==> config.mk <==
export PLATFORM = sky130hd
export DESIGN_NAME = cop0_controller
export DESIGN_NICKNAME = d
export VERILOG_FILES = /design/src/rtl/cop0_pkg.sv /design/src/rtl/cop0_timer.sv /design/src/rtl/cop0_controller.sv
export SDC_FILE = /design/constraint.sdc
export NUM_CORES = 1
export LEC_CHECK = 0
export BUFFER_PORTS_ARGS = -buffer_cell sky130_fd_sc_hd__buf_2
export CAP_MARGIN = 20
export CORE_MARGIN = 5
export CORE_UTILIZATION = 45
export CTS_CLUSTER_DIAMETER = 60
export DETAILED_ROUTE_END_ITERATION = 10
export MAX_ROUTING_LAYER = met4
export PLACE_DENSITY = 0.76
export SLEW_MARGIN = 20
export SYNTH_ARGS = -nofsm -noshare
export SYNTH_HDL_FRONTEND = slang
export SYNTH_HIERARCHICAL = 1
export SYNTH_SLANG_ARGS = --single-unit
==> constraint.sdc <==
create_clock -name clk -period 7 [get_ports clk]
set_input_delay 0 -clock clk [delete_from_list [all_inputs] [get_ports clk]]
set_output_delay 0 -clock clk [all_outputs]
set_load 0.005 [all_outputs]
==> src/rtl/cop0_pkg.sv <==
// CP0 shared definitions: register numbers, Status/Cause field positions,
// write masks, reset constants, the ExcCode enumeration and a masked-write
// helper used for the partially writable registers.
package cop0_pkg;

  // CP0 register numbers (rd field of MTC0/MFC0), all at sel 0
  localparam logic [4:0] REG_BADVADDR = 5'd8;
  localparam logic [4:0] REG_COUNT    = 5'd9;
  localparam logic [4:0] REG_COMPARE  = 5'd11;
  localparam logic [4:0] REG_STATUS   = 5'd12;
  localparam logic [4:0] REG_CAUSE    = 5'd13;
  localparam logic [4:0] REG_EPC      = 5'd14;
  localparam logic [4:0] REG_PRID     = 5'd15;

  // Status bit positions
  localparam int unsigned ST_IE     = 0;
  localparam int unsigned ST_EXL    = 1;
  localparam int unsigned ST_ERL    = 2;
  localparam int unsigned ST_IM_LO  = 8;
  localparam int unsigned ST_IM_HI  = 15;
  localparam int unsigned ST_BEV    = 22;

  // Cause bit positions
  localparam int unsigned CAUSE_BD     = 31;
  localparam int unsigned CAUSE_TI     = 30;
  localparam int unsigned CAUSE_IP_HI  = 15;
  localparam int unsigned CAUSE_IP_HW  = 10;
  localparam int unsigned CAUSE_IP_LO  = 8;
  localparam int unsigned CAUSE_EXC_HI = 6;
  localparam int unsigned CAUSE_EXC_LO = 2;

  // Software-writable bits
  localparam logic [31:0] STATUS_WMASK = 32'h0040_FF07;
  localparam logic [31:0] CAUSE_WMASK  = 32'h0000_0300;

  // Reset values
  localparam logic [31:0] STATUS_RESET = 32'h0040_0004;
  localparam logic [31:0] CAUSE_RESET  = 32'h0000_0000;

  typedef enum logic [4:0] {
    EXC_INT  = 5'd0,
    EXC_MOD  = 5'd1,
    EXC_TLBL = 5'd2,
    EXC_TLBS = 5'd3,
    EXC_ADEL = 5'd4,
    EXC_ADES = 5'd5,
    EXC_IBE  = 5'd6,
    EXC_DBE  = 5'd7,
    EXC_SYS  = 5'd8,
    EXC_BP   = 5'd9,
    EXC_RI   = 5'd10,
    EXC_CPU  = 5'd11,
    EXC_OV   = 5'd12,
    EXC_TR   = 5'd13
  } exc_code_e;

  function automatic logic [31:0] masked_write(input logic [31:0] old_val,
                                               input logic [31:0] new_val,
                                               input logic [31:0] mask);
    return (old_val & ~mask) | (new_val & mask);
  endfunction

endpackage

==> src/rtl/cop0_timer.sv <==
// CP0 Count/Compare timer.
// Ports: clk, reset_n (async active-low); count_we/compare_we load wdata into
// Count/Compare; count, compare and ti are the registered state; ti_next is
// the value ti takes at the coming edge (feeds Cause.IP[7]).
module cop0_timer #(
  parameter int unsigned COUNT_DIV = 2
) (
  input  logic        clk,
  input  logic        reset_n,
  input  logic        count_we,
  input  logic        compare_we,
  input  logic [31:0] wdata,
  output logic [31:0] count,
  output logic [31:0] compare,
  output logic        ti,
  output logic        ti_next
);

  localparam int unsigned PW = (COUNT_DIV > 1) ? $clog2(COUNT_DIV) : 1;
  localparam logic [PW-1:0] PRESC_LAST = PW'(COUNT_DIV - 1);

  logic [PW-1:0] presc_q, presc_d;
  logic [31:0]   count_d, compare_d;
  logic          count_upd;

  always_comb begin
    presc_d   = presc_q + PW'(1);
    count_d   = count;
    count_upd = 1'b0;
    if (count_we) begin
      // a software load overrides the increment and restarts the prescaler
      presc_d   = '0;
      count_d   = wdata;
      count_upd = 1'b1;
    end else if (presc_q == PRESC_LAST) begin
      presc_d   = '0;
      count_d   = count + 32'd1;
      count_upd = 1'b1;
    end
    compare_d = compare_we ? wdata : compare;
    // match is against the old Compare; a Compare write always wins and clears
    ti_next   = compare_we ? 1'b0 : (ti | (count_upd & (count_d == compare)));
  end

  always_ff @(posedge clk or negedge reset_n) begin
    if (!reset_n) begin
      presc_q <= '0;
      count   <= '0;
      compare <= '0;
      ti      <= 1'b0;
    end else begin
      presc_q <= presc_d;
      count   <= count_d;
      compare <= compare_d;
      ti      <= ti_next;
    end
  end

endmodule

==> src/rtl/cop0_controller.sv <==
// CP0 controller: owns BadVAddr, Count, Compare, Status, Cause, EPC, PRId and
// serialises MTC0, exception commit, ERET, hardware interrupts and the timer.
// Ports: clk, reset_n (async active-low); mtc0_* write port; mfc0_addr/sel ->
// mfc0_data combinational read; exc_* exception commit; eret; hw_int[5:0]
// level interrupts; int_pending registered request; epc_out, status_out,
// timer_int (Cause.TI).
module cop0_controller
  import cop0_pkg::*;
#(
  parameter logic [31:0] PRID      = 32'h0001_8000,
  parameter int unsigned COUNT_DIV = 2
) (
  input  logic        clk,
  input  logic        reset_n,
  input  logic        mtc0_en,
  input  logic [4:0]  mtc0_addr,
  input  logic [2:0]  mtc0_sel,
  input  logic [31:0] mtc0_data,
  input  logic [4:0]  mfc0_addr,
  input  logic [2:0]  mfc0_sel,
  output logic [31:0] mfc0_data,
  input  logic        exc_valid,
  input  logic [4:0]  exc_code,
  input  logic [31:0] exc_pc,
  input  logic        exc_bd,
  input  logic        exc_badva_valid,
  input  logic [31:0] exc_badva,
  input  logic        eret,
  input  logic [5:0]  hw_int,
  output logic        int_pending,
  output logic [31:0] epc_out,
  output logic [31:0] status_out,
  output logic        timer_int
);

  logic [31:0] status_q, status_d;
  logic [31:0] cause_q, cause_d, cause_rd;
  logic [31:0] epc_q, epc_d;
  logic [31:0] badvaddr_q, badvaddr_d;
  logic        int_pending_d;

  logic        eret_take, mtc0_take;
  logic        count_we, compare_we;
  logic [31:0] count, compare;
  logic        ti, ti_next;

  // exception > eret > mtc0; losers belong to squashed instructions
  assign eret_take  = eret & ~exc_valid;
  assign mtc0_take  = mtc0_en & ~exc_valid & ~eret & (mtc0_sel == 3'd0);
  assign count_we   = mtc0_take & (mtc0_addr == REG_COUNT);
  assign compare_we = mtc0_take & (mtc0_addr == REG_COMPARE);

  cop0_timer #(
    .COUNT_DIV(COUNT_DIV)
  ) u_timer (
    .clk        (clk),
    .reset_n    (reset_n),
    .count_we   (count_we),
    .compare_we (compare_we),
    .wdata      (mtc0_data),
    .count      (count),
    .compare    (compare),
    .ti         (ti),
    .ti_next    (ti_next)
  );

  // TI lives in the timer; the stored cause_q keeps bit 30 at zero
  assign cause_rd = cause_q | ({31'd0, ti} << CAUSE_TI);

  always_comb begin
    status_d   = status_q;
    cause_d    = cause_q;
    epc_d      = epc_q;
    badvaddr_d = badvaddr_q;
    if (exc_valid) begin
      cause_d[CAUSE_EXC_HI:CAUSE_EXC_LO] = exc_code;
      if (!status_q[ST_EXL]) begin
        epc_d             = exc_bd ? (exc_pc - 32'd4) : exc_pc;
        cause_d[CAUSE_BD] = exc_bd;
      end
      status_d[ST_EXL] = 1'b1;
      if (exc_badva_valid) begin
        badvaddr_d = exc_badva;
      end
    end else if (eret_take) begin
      if (status_q[ST_ERL]) begin
        status_d[ST_ERL] = 1'b0;
      end else begin
        status_d[ST_EXL] = 1'b0;
      end
    end else if (mtc0_take) begin
      case (mtc0_addr)
        REG_STATUS:   status_d   = masked_write(status_q, mtc0_data, STATUS_WMASK);
        REG_CAUSE:    cause_d    = masked_write(cause_q, mtc0_data, CAUSE_WMASK);
        REG_EPC:      epc_d      = mtc0_data;
        REG_BADVADDR: badvaddr_d = mtc0_data;
        default:      ;
      endcase
    end
    // hardware IP bits are resampled every cycle; IP7 also carries the timer
    cause_d[CAUSE_IP_HI:CAUSE_IP_HW] = {hw_int[5] | ti_next, hw_int[4:0]};
    cause_d[CAUSE_TI]                = 1'b0;
  end

  assign int_pending_d = status_q[ST_IE] & ~status_q[ST_EXL] & ~status_q[ST_ERL] &
                         (|(cause_q[CAUSE_IP_HI:CAUSE_IP_LO] & status_q[ST_IM_HI:ST_IM_LO]));

  always_ff @(posedge clk or negedge reset_n) begin
    if (!reset_n) begin
      status_q    <= STATUS_RESET;
      cause_q     <= CAUSE_RESET;
      epc_q       <= '0;
      badvaddr_q  <= '0;
      int_pending <= 1'b0;
    end else begin
      status_q    <= status_d;
      cause_q     <= cause_d;
      epc_q       <= epc_d;
      badvaddr_q  <= badvaddr_d;
      int_pending <= int_pending_d;
    end
  end

  always_comb begin
    mfc0_data = '0;
    if (mfc0_sel == 3'd0) begin
      case (mfc0_addr)
        REG_BADVADDR: mfc0_data = badvaddr_q;
        REG_COUNT:    mfc0_data = count;
        REG_COMPARE:  mfc0_data = compare;
        REG_STATUS:   mfc0_data = status_q;
        REG_CAUSE:    mfc0_data = cause_rd;
        REG_EPC:      mfc0_data = epc_q;
        REG_PRID:     mfc0_data = PRID;
        default:      mfc0_data = '0;
      endcase
    end
  end

  assign epc_out    = epc_q;
  assign status_out = status_q;
  assign timer_int  = ti;

endmodule

==> impl_metrics.csv <==
group,metric,value,unit
clock_tree,path_clk_slew,0.07,ns
detailed_routing,wl,40800,microns
clock_tree,cts_tree,"built",
global_routing,grt_max_degree,83,
die,fp.dieW,160,microns
cells_and_area,drive_above_1_share,0.255,
worst_setup_path,cp_slowest_cell,"or4_1",
die,ios,228,
global_routing,grt_pass1_vias,10300,
cells_and_area,fillers,1862,
synthesis,netlist-cell-type-count,89,
worst_setup_path,cp_max_fo,60,
timing,tightest_slew,1.08,ns
timing,drv_slew,0,
worst_setup_path,crit_chain,"dlygate4sd3_1 > buf_2 > nor4_1 > and3_1 > nand3_1 > nor2_4 > buf_4 > o21ai_0 > or4_1 > o32ai_1 > nand4_1 > nor4_1 > nand4_1 > o32ai_2 > or2_2",
timing,hold_violations,0,
timing,period_needed,3.76,ns
timing,setup_viol,0,
worst_setup_path,crit_path_end_kind,"flip-flop",
status,status,"complete, but fails checks",
worst_setup_path,rrSetupSlack,3.82,ns
die,dieArea,25500,sq um
worst_setup_path,r2r_cells,9,
detailed_routing,vias,10500,
worst_setup_path,critical_path.startpoint,"eret",
detailed_routing,vias_per_cell,6.34,
worst_setup_path,crit_type,"in -> reg",
synthesis,async_flop_share,1.00,
clock_tree,htree_levels,4,
detailed_routing,drt_iter0_drc,1413,
detailed_routing,drc,4,
synthesis,synth_area_leader_cell,"dfrtp_1",
detailed_routing,first_pass_iters,9,
clock_tree,cts_resized,0,
worst_setup_path,reg2reg_from,"u_timer/presc_q",
timing,rsz0062_at_grt,"false",
timing,timing.fmax,266,MHz
cells_and_area,nets,1490,
worst_setup_path,start_kind,"input port",
worst_hold_path,hp-class,"in -> reg",
clock_tree,ctsHoldBuffers,105,
global_routing,track_usage,0.320,
timing,skew,0.0100,ns
power,powerDensity,205,nW/um^2
global_routing,grt_pass1_wl,61800,microns
timing,slew_headroom,0.279,
worst_setup_path,cp.arrival,4.14,ns
status,violations,"DRC",
placement,dp_hpwl,28900,microns
synthesis,synth_ff_type,"dfrtp_1",
cells_and_area,multi_input_area,5670,sq um
worst_setup_path,max_stage_delay,0.55,ns
synthesis,synth_edf_count,0,
timing,whs,0.00431,ns
power,leakagePower,5.47,nW
clock_tree,clock_path_buffers,2,
cells_and_area,area_growth,27.6,%
flow_run,maxCapViolCount,0,
placement,place_congestion,1.03,
detailed_routing,ant_nets,0,
worst_setup_path,crit_end,"cause_q[15]",
power,vdd_drop_max,0.000140,V
synthesis,synth.avg_cell_area,9.35,sq um
synthesis,synth_area_leaders,"dfrtp_1 (38%), mux2_2 (5.8%), a22oi_1 (5.0%)",
clock_tree,clock-sinks,157,
synthesis,yosysWarnings,6,
synthesis,synth_seq_area_share,0.389,
die,num_rows,54,
worst_setup_path,r2r-end,"cause_q[15]",
die,coreArea,22000,sq um
global_routing,grt.overflow.total,0,
clock_tree,post_cts_buffers,0,
timing,finalSetupTns,0,ns
detailed_routing,wl_per_cell,24.7,microns
clock_tree,cts_root_buf,"clkbuf_16",
die,initial_utilization,0.460,
placement,port_buffers,207,
timing,finalCritPeriodShare,0.538,
cells_and_area,ff_latch_area,3930,sq um
power,power.total,2.64,mW
synthesis,synth_area,10100,sq um
worst_setup_path,critical_path_required,7.38,ns
global_routing,antenna_found_initial,0,
die,die_height,160,microns
clock_tree,clock_latency,0.44,ns
clock_tree,cts_inserted_buffers,17,
synthesis,ys_ff_latch,157,
synthesis,synthCells,1080,
synthesis,synth_top_area_frac,0.384,
## routing by layer
metal / track usage / wire, microns
met5: - / 0
met3: 0.0807 / 4140
met4: 0.123 / 1590
met2: 0.491 / 18900
met1: 0.409 / 16200
## report_power, final
part           leakage (nW)  internal [mW]  switching, mW
combinational          3.29          0.220          0.266
sequential             1.87           1.00          0.144
clock                 0.314          0.586          0.424
total                  5.47           1.81          0.833
## critical path: cells and delay by family
| family | cells | cell delay [ns] |
|---|---|---|
| AOI/OAI and AO/OA | 3 | 0.77 |
| buffers and inverters | 3 | 1.18 |
| and+or+nand+nor | 9 | 2.19 |
## layout make-up
| cell class | count | area share |
|---|---|---|
| diodes | 1 | 0.000194 |
| clock buffers | 18 | 0.0341 |
| clock inverters | 14 | 0.0153 |
| inverters | 19 | 0.00554 |
| multi-input cells | 836 | 0.440 |
| flip-flops and latches | 157 | 0.305 |
| well taps | 280 | 0.0272 |
| repair buffers | 327 | 0.172 |
## placed cells by master, fill, tap and decap left out, types with 15 or more instances in the layout
master	count
buf_2	205
dfrtp_1	155
dlygate4sd3_1	105
a21oi_1	90
nor2_1	83
a22oi_1	67
nand2_1	65
o21ai_0	60
xnor2_1	54
mux2_2	52
mux2i_1	33
xor2_1	32
nand3_1	30
nor4_1	24
nand4_1	24
conb_1	20
inv_1	18
clkbuf_16	17
nor3_1	15
buf_4	15
## flip-flops by register name (all words and copies together) (netlist names)
| name | cells |
|---|---|
| epc_out | 32 |
| cause_q | 14 |
| status_out | 12 |
| u_timer/compare | 32 |
| u_timer/ti | 1 |
| badvaddr_q | 32 |
| int_pending | 1 |
| u_timer/presc_q | 1 |
| u_timer/count | 32 |
## how the worst min path moves through the flow
stage | to | cells past startpoint | from
floorplan | badvaddr_q[0] | 0 | reset_n
global placement | epc_out[23] | 1 | reset_n
detailed placement | epc_out[27] | 1 | reset_n
CTS | status_out[10] | 2 | mtc0_data[10]
global route | status_out[10] | 2 | mtc0_data[10]
finish | status_out[10] | 2 | mtc0_data[10]
## synthesized netlist by cell type, drive strengths merged (7+ instances only)
cell type / instances
xnor2: 54
o31a: 7
a22oi: 67
o21ai: 65
nand2: 65
nand3: 31
a21oi: 90
nand4: 27
xor2: 32
clkbuf: 43
a31oi: 13
and4: 11
nor3: 21
dfrtp: 155
a222oi: 9
and3: 11
mux2i: 33
nor2b: 9
nand2b: 12
inv: 18
nor3b: 8
or3: 10
nor2: 88
buf: 42
nor4: 28
mux2: 52
## cells by family (layout without fill, tap and decap cells)
logic type / Yosys count / in the layout / share of synthesized area
buf+inv: 106 / 378 / 0.0601
mux: 85 / 85 / 0.0907
other cells: 1 / 21 / 0.000372
compound gates: 302 / 302 / 0.195
simple gates: 340 / 340 / 0.184
xor+xnor: 87 / 87 / 0.0769
fa+ha+maj: 2 / 2 / 0.00248
flops: 157 / 157 / 0.389
## per-stage QoR
stage | setup WS [ns] | utilization | instances | cell area [sq um]
4_1_cts | 3.39 | 0.586 | 1650 | 12900
3_3_place_gp | 3.38 | 0.509 | 1513 | 11200
5_1_grt | 3.15 | 0.586 | 1651 | 12900
6_report | 3.24 | 0.587 | 1652 | 12900
3_5_place_dp | 3.29 | 0.509 | 1513 | 11200
2_1_floorplan | 4.42 | - | 1099 | 10200
No activity file was read; power rests on OpenSTA's default activity.
